--- config.mk ---
export PLATFORM = sky130hd
export DESIGN_NAME = dly_tap_cal_ctrl
export DESIGN_NICKNAME = d
export VERILOG_FILES = /design/src/rtl/dly_cal_pkg.sv /design/src/rtl/dly_cal_win_cnt.sv /design/src/rtl/dly_tap_cal_ctrl.sv
export SDC_FILE = /design/constraint.sdc
export NUM_CORES = 1
export LEC_CHECK = 0
export CAP_MARGIN = 20
export CORE_MARGIN = 10
export CORE_UTILIZATION = 30
export DETAILED_ROUTE_END_ITERATION = 12
export GPL_ROUTABILITY_DRIVEN = 0
export GPL_TIMING_DRIVEN = 0
export RECOVER_POWER = 100
export SLEW_MARGIN = 10
export SYNTH_ARGS = -nofsm -noshare
export SYNTH_HDL_FRONTEND = slang
export SYNTH_SLANG_ARGS = --single-unit
--- constraint.sdc ---
create_clock -name clk -period 5.25 [get_ports clk]
set_input_delay 0.525 -clock clk [delete_from_list [all_inputs] [get_ports clk]]
set_output_delay 0.525 -clock clk [all_outputs]
set_load 0.01 [all_outputs]
--- src/rtl/dly_cal_pkg.sv ---
// Shared types and default constants for the delay-line tap calibration sequencer.
// The DLY_CAL_TRACK_EN build option adds the TRACK state used after a successful lock.
package dly_cal_pkg;

    localparam int DEF_NTAPS      = 16;
    localparam int DEF_TAP_W      = 4;
    localparam int DEF_SETTLE_CYC = 8;
    localparam int DEF_NSAMP      = 16;
    localparam int DEF_CNT_W      = 5;
    localparam int DEF_LEN_W      = 5;

    typedef enum logic [2:0] {
        IDLE   = 3'd0,
        SETTLE = 3'd1,
        SAMPLE = 3'd2,
        EVAL   = 3'd3,
        DONE   = 3'd4,
        TRACK  = 3'd5
    } cal_state_e;

endpackage

--- src/rtl/dly_cal_win_cnt.sv ---
// Settle/sample window down-counter with a ones accumulator for the phase samples.
// load presets the window length; expired flags the last cycle of a running window.
module dly_cal_win_cnt import dly_cal_pkg::*; #(
    parameter int LEN_W = DEF_LEN_W,
    parameter int CNT_W = DEF_CNT_W
) (
    input  logic             clk,
    input  logic             rst_n,
    input  logic             load,
    input  logic [LEN_W-1:0] len,
    input  logic             clr,
    input  logic             run,
    input  logic             acc,
    input  logic             smp,
    output logic             expired,
    output logic [CNT_W-1:0] ones
);

    logic [LEN_W-1:0] cnt_r;
    logic [CNT_W-1:0] ones_r;

    // window length counter and ones accumulator; clr wins over acc
    always_ff @(posedge clk or negedge rst_n) begin
        if (!rst_n) begin
            cnt_r  <= {LEN_W{1'b0}};
            ones_r <= {CNT_W{1'b0}};
        end else begin
            if (load) begin
                cnt_r <= len;
            end else if (run && (cnt_r != {LEN_W{1'b0}})) begin
                cnt_r <= cnt_r - LEN_W'(1);
            end else begin
                cnt_r <= cnt_r;
            end
            if (clr) begin
                ones_r <= {CNT_W{1'b0}};
            end else if (acc) begin
                ones_r <= ones_r + {{(CNT_W-1){1'b0}}, smp};
            end else begin
                ones_r <= ones_r;
            end
        end
    end

    assign expired = run && (cnt_r == LEN_W'(1));
    assign ones    = ones_r;

endmodule

--- src/rtl/dly_tap_cal_ctrl.sv ---
// Tap sweep sequencer: locks on the first tap whose majority-vote phase rises 0->1.
// Define DLY_CAL_TRACK_EN to keep nudging the locked tap from continuous sample windows.
module dly_tap_cal_ctrl import dly_cal_pkg::*; #(
    parameter int NTAPS      = DEF_NTAPS,
    parameter int TAP_W      = DEF_TAP_W,
    parameter int SETTLE_CYC = DEF_SETTLE_CYC,
    parameter int NSAMP      = DEF_NSAMP,
    parameter int CNT_W      = DEF_CNT_W
) (
    input  logic             clk,
    input  logic             rst_n,
    input  logic             start,
    input  logic             ph_smp,
    output logic [TAP_W-1:0] tap_sel,
    output logic             busy,
    output logic             done,
    output logic             locked,
    output logic             fail,
    output logic [TAP_W-1:0] lock_tap
);

    localparam int WIN_MAX = (SETTLE_CYC > NSAMP) ? SETTLE_CYC : NSAMP;
    localparam int LEN_W   = $clog2(WIN_MAX + 1);

    localparam logic [TAP_W-1:0] TAP_LAST   = TAP_W'(NTAPS - 1);
    localparam logic [CNT_W-1:0] MAJ_THR    = CNT_W'(NSAMP / 2);
    localparam logic [LEN_W-1:0] LEN_SETTLE = LEN_W'(SETTLE_CYC);
    localparam logic [LEN_W-1:0] LEN_SAMPLE = LEN_W'(NSAMP);

    cal_state_e       state_r, state_s;
    logic [TAP_W-1:0] tap_r, tap_s;
    logic [TAP_W-1:0] lock_tap_r, lock_tap_s;
    logic             prev_maj_r, prev_maj_s;
    logic             locked_r, locked_s;
    logic             fail_r, fail_s;
    logic             busy_r, busy_s;
    logic             done_r, done_s;

    logic             win_load_s, win_clr_s, win_run_s, win_acc_s, win_exp_s;
    logic [LEN_W-1:0] win_len_s;
    logic [CNT_W-1:0] ones_s;
    logic             maj_s;

`ifdef DLY_CAL_TRACK_EN
    localparam logic [CNT_W-1:0] TRK_LO = CNT_W'(NSAMP / 4);
    localparam logic [CNT_W-1:0] TRK_HI = CNT_W'((3 * NSAMP) / 4);
    localparam logic [TAP_W-1:0] TAP_ONE = TAP_W'(1);

    logic             trk_settle_r, trk_settle_s;
    logic [CNT_W-1:0] ones_tot_s;

    // tracking decides on the window's last cycle, so fold in the sample not yet accumulated
    assign ones_tot_s = ones_s + {{(CNT_W-1){1'b0}}, ph_smp};
`endif

    dly_cal_win_cnt #(
        .LEN_W (LEN_W),
        .CNT_W (CNT_W)
    ) u_win_cnt (
        .clk     (clk),
        .rst_n   (rst_n),
        .load    (win_load_s),
        .len     (win_len_s),
        .clr     (win_clr_s),
        .run     (win_run_s),
        .acc     (win_acc_s),
        .smp     (ph_smp),
        .expired (win_exp_s),
        .ones    (ones_s)
    );

    // a tie is not a majority
    assign maj_s = (ones_s > MAJ_THR);

    // next-state and next-output decode
    always_comb begin
        state_s    = state_r;
        tap_s      = tap_r;
        lock_tap_s = lock_tap_r;
        prev_maj_s = prev_maj_r;
        locked_s   = locked_r;
        fail_s     = fail_r;
        busy_s     = busy_r;
        done_s     = 1'b0;
        win_load_s = 1'b0;
        win_len_s  = LEN_SETTLE;
        win_clr_s  = 1'b0;
        win_run_s  = 1'b0;
        win_acc_s  = 1'b0;
`ifdef DLY_CAL_TRACK_EN
        trk_settle_s = trk_settle_r;
`endif
        case (state_r)
            IDLE: begin
                if (start) begin
                    tap_s      = {TAP_W{1'b0}};
                    prev_maj_s = 1'b0;
                    locked_s   = 1'b0;
                    fail_s     = 1'b0;
                    busy_s     = 1'b1;
                    win_load_s = 1'b1;
                    win_len_s  = LEN_SETTLE;
                    state_s    = SETTLE;
`ifdef DLY_CAL_TRACK_EN
                end else if (locked_r) begin
                    win_load_s   = 1'b1;
                    win_len_s    = LEN_SAMPLE;
                    win_clr_s    = 1'b1;
                    trk_settle_s = 1'b0;
                    state_s      = TRACK;
`endif
                end else begin
                    state_s = IDLE;
                end
            end
            SETTLE: begin
                win_run_s = 1'b1;
                if (win_exp_s) begin
                    win_load_s = 1'b1;
                    win_len_s  = LEN_SAMPLE;
                    win_clr_s  = 1'b1;
                    state_s    = SAMPLE;
                end else begin
                    state_s = SETTLE;
                end
            end
            SAMPLE: begin
                win_run_s = 1'b1;
                win_acc_s = 1'b1;
                if (win_exp_s) begin
                    state_s = EVAL;
                end else begin
                    state_s = SAMPLE;
                end
            end
            EVAL: begin
                if (!prev_maj_r && maj_s && (tap_r != {TAP_W{1'b0}})) begin
                    lock_tap_s = tap_r;
                    locked_s   = 1'b1;
                    busy_s     = 1'b0;
                    done_s     = 1'b1;
                    state_s    = DONE;
                end else if (tap_r == TAP_LAST) begin
                    tap_s      = {TAP_W{1'b0}};
                    lock_tap_s = {TAP_W{1'b0}};
                    fail_s     = 1'b1;
                    busy_s     = 1'b0;
                    done_s     = 1'b1;
                    state_s    = DONE;
                end else begin
                    prev_maj_s = maj_s;
                    tap_s      = tap_r + TAP_W'(1);
                    win_load_s = 1'b1;
                    win_len_s  = LEN_SETTLE;
                    state_s    = SETTLE;
                end
            end
            DONE: begin
                state_s = IDLE;
            end
`ifdef DLY_CAL_TRACK_EN
            TRACK: begin
                if (start) begin
                    tap_s        = {TAP_W{1'b0}};
                    prev_maj_s   = 1'b0;
                    locked_s     = 1'b0;
                    fail_s       = 1'b0;
                    busy_s       = 1'b1;
                    win_load_s   = 1'b1;
                    win_len_s    = LEN_SETTLE;
                    trk_settle_s = 1'b0;
                    state_s      = SETTLE;
                end else if (trk_settle_r) begin
                    win_run_s = 1'b1;
                    if (win_exp_s) begin
                        win_load_s   = 1'b1;
                        win_len_s    = LEN_SAMPLE;
                        win_clr_s    = 1'b1;
                        trk_settle_s = 1'b0;
                    end else begin
                        trk_settle_s = 1'b1;
                    end
                end else begin
                    win_run_s = 1'b1;
                    win_acc_s = 1'b1;
                    if (win_exp_s && (ones_tot_s < TRK_LO) && (tap_r != TAP_LAST)) begin
                        tap_s        = tap_r + TAP_W'(1);
                        lock_tap_s   = tap_r + TAP_W'(1);
                        win_load_s   = 1'b1;
                        win_len_s    = LEN_SETTLE;
                        trk_settle_s = 1'b1;
                    end else if (win_exp_s && (ones_tot_s > TRK_HI) && (tap_r > TAP_ONE)) begin
                        tap_s        = tap_r - TAP_W'(1);
                        lock_tap_s   = tap_r - TAP_W'(1);
                        win_load_s   = 1'b1;
                        win_len_s    = LEN_SETTLE;
                        trk_settle_s = 1'b1;
                    end else if (win_exp_s) begin
                        win_load_s = 1'b1;
                        win_len_s  = LEN_SAMPLE;
                        win_clr_s  = 1'b1;
                    end else begin
                        trk_settle_s = 1'b0;
                    end
                end
            end
`endif
            default: begin
                state_s = IDLE;
            end
        endcase
    end

    // state and registered outputs
    always_ff @(posedge clk or negedge rst_n) begin
        if (!rst_n) begin
            state_r    <= IDLE;
            tap_r      <= {TAP_W{1'b0}};
            lock_tap_r <= {TAP_W{1'b0}};
            prev_maj_r <= 1'b0;
            locked_r   <= 1'b0;
            fail_r     <= 1'b0;
            busy_r     <= 1'b0;
            done_r     <= 1'b0;
        end else begin
            state_r    <= state_s;
            tap_r      <= tap_s;
            lock_tap_r <= lock_tap_s;
            prev_maj_r <= prev_maj_s;
            locked_r   <= locked_s;
            fail_r     <= fail_s;
            busy_r     <= busy_s;
            done_r     <= done_s;
        end
    end

`ifdef DLY_CAL_TRACK_EN
    // tracking sub-phase: 1 while waiting out the settle time after a tap step
    always_ff @(posedge clk or negedge rst_n) begin
        if (!rst_n) begin
            trk_settle_r <= 1'b0;
        end else begin
            trk_settle_r <= trk_settle_s;
        end
    end
`endif

    assign tap_sel  = tap_r;
    assign lock_tap = lock_tap_r;
    assign busy     = busy_r;
    assign done     = done_r;
    assign locked   = locked_r;
    assign fail     = fail_r;

endmodule

==> results of run 1 <==
report_power, final:
group          switching [mW]  internal, mW  total, mW
combinational           0.172         0.148      0.320
clock                  0.0580        0.0542      0.112
sequential             0.0596         0.244      0.304
total                   0.289         0.447      0.736
per-stage QoR:
stage	setup slack, ps	total power, mW	area [sq um]	utilization (%)	hold slack (ps)
floorplan	3520	0.568	1420	-	229
global placement	3300	0.639	1630	36.5	474
detailed placement	3350	0.652	1650	36.8	484
CTS	3320	0.770	1690	37.8	504
global route	1940	0.802	1640	36.6	512
finish	2350	0.736	1640	36.6	490
worst reg2reg max path, cell delays in order, from the launching register on:
cell,delay [ps]
dfrtp_1,380
clkbuf_1,200
nand3b_1,210
clkbuf_1,210
a2111oi_0,1440
o21ai_0,270
kinds of logic (layout without fill, tap and decap cells):
logic type	Yosys count	in the layout
simple gates	47	47
compound gates	33	33
flops	25	25
buf+inv	16	36
fa+ha+maj	7	7
xor+xnor	5	5
mux	4	4
flip-flops by register name (all words and copies together), names as in the netlist:
signal,flops
u_win_cnt.ones,5
prev_maj_r,1
done,1
locked,1
u_win_cnt.cnt_r,5
busy,1
fail,1
lock_tap,4
tap_sel,4
state_r,2
Yosys cell counts, types with 2 or more instances:
master	number
a2111oi_4	2
a211o_1	2
a21oi_1	3
a22oi_1	2
buf_2	2
dfrtp_1	25
ha_1	7
inv_1	11
mux2i_1	4
nand2_1	10
nand2b_1	2
nand3_1	3
nand3b_1	3
nand4_1	2
nor2_1	12
nor3_1	3
nor3b_1	2
nor3b_2	2
o21a_1	2
o21ai_0	10
or2_2	2
xnor2_1	3
xor2_1	2
layout make-up:
cell class	count	area (sq um)
Timing Repair Buffer	16	154
Multi-Input combinational cell	96	684
Sequential cell	25	626
Clock buffer	4	45.0
Inverter	11	41.3
Fill cell	445	2840
Tap cell	52	65.1
Buffer	5	22.5
metal layers:
metal | GRT usage, % | part of all wire, %
met1 | 9.71 | 46
met2 | 12.6 | 49
met3 | 1.38 | 3.3
met4 | 4.41 | 1.8
met5 | 0 | 0
cell usage in the layout (no fill, tap or decap), drive strengths merged:
cell	synthesis	layout
nand2	10	10
nor4b	1	1
a31oi	1	1
or3	2	2
nand3	3	3
buf	3	1
nor4	1	1
xnor2	3	3
xor2	2	2
mux2i	4	4
a211oi	2	2
o221ai	1	1
clkbuf	2	9
a21oi	3	3
inv	11	11
o31ai	2	2
a311oi	1	1
nand2b	2	2
or2	2	2
o21ai	11	11
a2bb2oi	1	1
nor2b	1	1
dlygate4sd3	0	13
and3	1	1
ha	7	7
a2111oi	2	2
nor3b	4	4
o21bai	1	1
nand3b	3	3
a211o	2	2
o21a	2	2
o211ai	1	1
clkdlybuf4s50	0	2
dfrtp	25	25
a32oi	1	1
nor3	3	3
nand4	2	2
a22oi	2	2
nor2	12	12
worst paths after layout:
kind                            depth (start not counted)                  to  slack (ps)
worst max-delay path                                    5         lock_tap[3]        2350
worst min-delay path                                    1                fail         490
worst max register to register                          5         lock_tap[3]        2350
worst min register to register                          1                fail         490
max in group asynchronous                               2         lock_tap[0]        3510
min in group asynchronous                               1  u_win_cnt.cnt_r[1]         690
==> impl_results.md, run 1 <==
* CTS max path bufs at 2
* CTS Buf Count at 3
* Leak at 0.700 nW
* First-pass GRT wire length at 4930 um
* Floorplan row count at 24
* Post-Syn Nets at 148
* Final hold violations at 0
* Core Area at 4470 sq um
* Synth warn at 0
* Clk slew on worst S/H paths at 80 ps
* Crit path launch: done
* Cells after Synth at 137
* Avg Cell Area, Syn at 10.3 sq um
* ANT nets after route at 0
* Layout cells sized above 1 at 7.01%
* Mux cell area share after synthesis at 2.83%
* CP bufs+invs at 2
* H-tree levels at 1
* Synthesized-area fraction occupied by adder cells at 6.18%
* Post-Synth Simple-Gate Area at 18.6%
* Tmin final at 2900 ps
* Arrival @ worst endpoint at 2970 ps
* Hold crit path type: flop to flop
* Total setup buffers inserted after CTS at 0
* Area grow syn2layout at 15.6%
* Synthesized area at 1420 sq um
* Drt pass-1 iters at 4
* Setup Viol. Count Final at 0
* Post-synth top area share at 44.2%
* Crit end category: flop
* Vias/cell at 4.99
* Fin cells at 209
* Vias at 1043
* Tcrit/Tclk final at 55.2%
* Maximum vdd ir drop at 0.126 mV
* Largest net degree at the start of global routing at 14
* Die Area at 7870 sq um
* Crit Path Category: flop to flop
* Worst Path Required at 5320 ps
* Placed cells at 205
* Clk_skew at 5.14 ps
* Number of synthesized flops with an enable pin at 0
* Final setup TNS at 0 ps
* Chip Width at 88.7 um
* Clock Sinks at 25
* DRC at 0
* Worst path top cell family by delay: compound AO/OA/AOI/OAI gates
* Synth cell types at 44
* Worst path slowest cell: a2111oi_0
* Cells along the critical path: clkbuf_1, nand3b_1, clkbuf_1, a2111oi_0, o21ai_0
* Routed len/inst at 13.5 um
* Die Height at 88.7 um
* Critical Path Most Common Cell: clkbuf_1
* CP Launch Type: flop
* Overall routing resource usage at 7.84%
* Number of max-cap violations at 1
* Largest family of logic cells by synthesized area: compound AO/OA/AOI/OAI gates
* Slew at the pin closest to its max-slew limit at 1740 ps
* PostCTS Resize Cnt at 0
* Top FF cell, synth: dfrtp_1
* Hold buffer count at CTS at 0
* Final WL at 2810 um
* Synth area leader: dfrtp_1
* RSZ-0062 raised after global routing: no
* Antenna violations before repair at 0
* Final Net Count at 169
* Post-synthesis compound-gate area fraction at 20.3%
* Iter 0 DRT Violations at 43
* PortBufs at 15
* Skew-Pair Late Insertion Delay at 270 ps
* Final Max Tran Viols at 10
* Hold path startpoint: fail
* Max-slew headroom at -18.9%
* Post-synthesis xor/xnor area fraction at 3.09%
* RR Startpoint: done
* Outcome: finished, violations left
* CTS Root Cell: clkbuf_8
* F_max at 345 MHz
* GRT overflow at 0
* Max Fanout on Critical Path at 10
* Power density over the cells at 449 nW/um^2
* Failing checks: max-capacitance violations, max-slew violations
* Synth async-reset ratio at 100%
* Seq/Total Area, Yosys at 44.2%
* Final HPWL DP at 2120 um
* CTS tree: built
* Max stage delay on crit path at 1440 ps
* Largest cells by area after synthesis: dfrtp_1 (44%), ha_1 (6.2%), a2111oi_4 (3.9%)
* Vias in the first global route at 1021
* Diodes inserted at 0
* IO Pins at 16
* Yosys reg bits at 25
* Initial Utilization at 31.7%
(Power assumes the default switching activity.)
==> run 2, diff against run 1 <==
==> constraint.sdc (replaced) <==
create_clock -name clk -period 3 [get_ports clk]
set_input_delay 0.3 -clock clk [delete_from_list [all_inputs] [get_ports clk]]
set_output_delay 0.3 -clock clk [all_outputs]
set_load 0.01 [all_outputs]
==> run 2 against run 1 <==
The flow now finishes without violations. Count of clock-buffer cells in the layout unchanged. Final cell count unchanged. Utilization up 0.50 points. Sequential power up 76%.
==> impl_results.md, run 2 (synthesis gave the netlist of run 1 again) <==
* Sw frac at 39.8%
* Finished Cell Area at 1660 sq um
* Layout fillers at 441
* PostCTS Resize Cnt at 0
* H-tree levels at 1
* Worst Path Required at 3160 ps
* Max Fanout on Critical Path at 6
* Initial Utilization at 31.7%
* Final WL at 2790 um
* Vias/cell at 4.93
* Dpl cell area at 1650 sq um
* Int Pwr at 0.786 mW
* Crit Path Category: flop to flop
* Skew-Pair Late Insertion Delay at 260 ps
* ANT nets after route at 0
* Final Net Count at 169
* Chip Width at 88.7 um
* Setup Viol. Count Final at 0
* Maximum vdd ir drop at 0.222 mV
* Clk_skew at 5.20 ps
* CTS max path bufs at 2
* Die Area at 7870 sq um
* RR Startpoint: tap_sel[1]
* Clock Sinks at 25
* First-pass GRT wire length at 4930 um
* CP bufs+invs at 1
* Hold buffer count at CTS at 0
* Overall Power at 1.31 mW
* Slew at the pin closest to its max-slew limit at 819 ps
* DRC at 0
* Drt pass-1 iters at 4
* Cells along the critical path: inv_1, ha_1, nor3b_1, a211oi_1, o21ai_2, a211o_1
* Die Height at 88.7 um
* Tcrit/Tclk final at 74.4%
* Worst path top cell family by delay: compound AO/OA/AOI/OAI gates
* CTS Root Cell: clkbuf_8
* Crit path launch: tap_sel[1]
* Sequential power share at 40.9%
* CP Launch Type: flop
* Iter 0 DRT Violations at 37
* Tmin final at 2230 ps
* CTS Buf Count at 3
* Combinational Power Share at 44.2%
* Core Area at 4470 sq um
* Total setup buffers inserted after CTS at 0
* Largest net degree at the start of global routing at 14
* IO Pins at 16
* Clock network fraction of total power at 14.9%
* F_max at 448 MHz
* Number of max-cap violations at 0
* Diodes inserted at 0
* Floorplan row count at 24
* Clk slew on worst S/H paths at 80 ps
* Max stage delay on crit path at 710 ps
* Vias at 1031
* Arrival @ worst endpoint at 2390 ps
* Final Max Tran Viols at 0
* Leak at 0.702 nW
* Vias in the first global route at 1021
* Outcome: finished clean
* Overall routing resource usage at 7.84%
* Final setup TNS at 0 ps
* Antenna violations before repair at 0
* Switching power at 0.520 mW
* CTS tree: built
* Worst path slowest cell: a211oi_1
* Area grow syn2layout at 17.2%
* Most frequent standard cell in the layout excluding fill and tap cells: dfrtp_1
* PortBufs at 15
* RSZ-0062 raised after global routing: no
* Power density over the cells at 787 nW/um^2
* GRT overflow at 0
* Routed len/inst at 13.3 um
* Final hold violations at 0
* Most frequent cells in the layout: dfrtp_1 (25), dlygate4sd3_1 (13), nor2_1 (12)
* Crit end category: flop
* Hold crit path type: input pin to async pin
* Final HPWL DP at 2120 um
* Layout cells sized above 1 at 8.28%
* Max-slew headroom at 45.1%
==> run 2: changes by cell type in the layout (fill, tap and decap cells not counted) <==
cell / before / now
o21ai_2: 0 / 1
a2111oi_4: 1 / 2
a2111oi_0: 1 / 0
o21ai_0: 11 / 10
==> run 2: worst reg2reg max path, delay by kind of cell (launching register included) <==
kind,cells,cell delay (ps)
AOI/OAI and AO/OA,3,1230
DFF,1,460
buffers and inverters,1,70
adders and majority gates,1,170
and+or+nand+nor,1,180
==> run 2: metal layers <==
metal	wire length (um)	track usage, %	up-vias
met5	0	0	-
met4	36	4.41	0
met3	88	1.38	2
met2	1380	12.6	13
met1	1290	9.71	490
li1	-	-	526
==> run 2: area by class of cell <==
class                   count  area, sq um  share of cell area, %
clock buffers               4         45.0                   2.71
flip-flops and latches     25          626                   37.7
repair buffers             16          154                   9.27
plain buffers               5         22.5                   1.36
multi-input cells          96          707                   42.6
well taps                  52         65.1                   3.92
inverters                  11         41.3                   2.49
==> run 2: final timing paths <==
path | cells after the start | endpoint | slack [ps]
worst max-delay path | 6 | u_win_cnt.cnt_r[3] | 770
worst min-delay path | 1 | u_win_cnt.cnt_r[1] | 470
worst max register to register | 6 | u_win_cnt.cnt_r[3] | 770
worst min register to register | 1 | fail | 490
max in group asynchronous | 2 | lock_tap[0] | 1500
min in group clk | 1 | fail | 490
==> run 2: power by group through the flow <==
stage               sequential, mW  combinational [mW]  clock (mW)
global placement             0.539               0.579           0
global route                 0.548               0.653       0.226
finish                       0.534               0.578       0.194
detailed placement           0.544               0.597           0
CTS                          0.537               0.604       0.206
floorplan                    0.530               0.465           0
==> run 2: stage by stage <==
stage	worst slack (ps)	util, %	hold WS [ps]	std cells
after floorplan	1270	-	4.41	137
after global placement	1100	36.5	474	204
after detailed placement	1100	36.8	484	205
after CTS	1070	37.8	456	209
after global routing	533	37.1	504	209
final	768	37.1	472	209
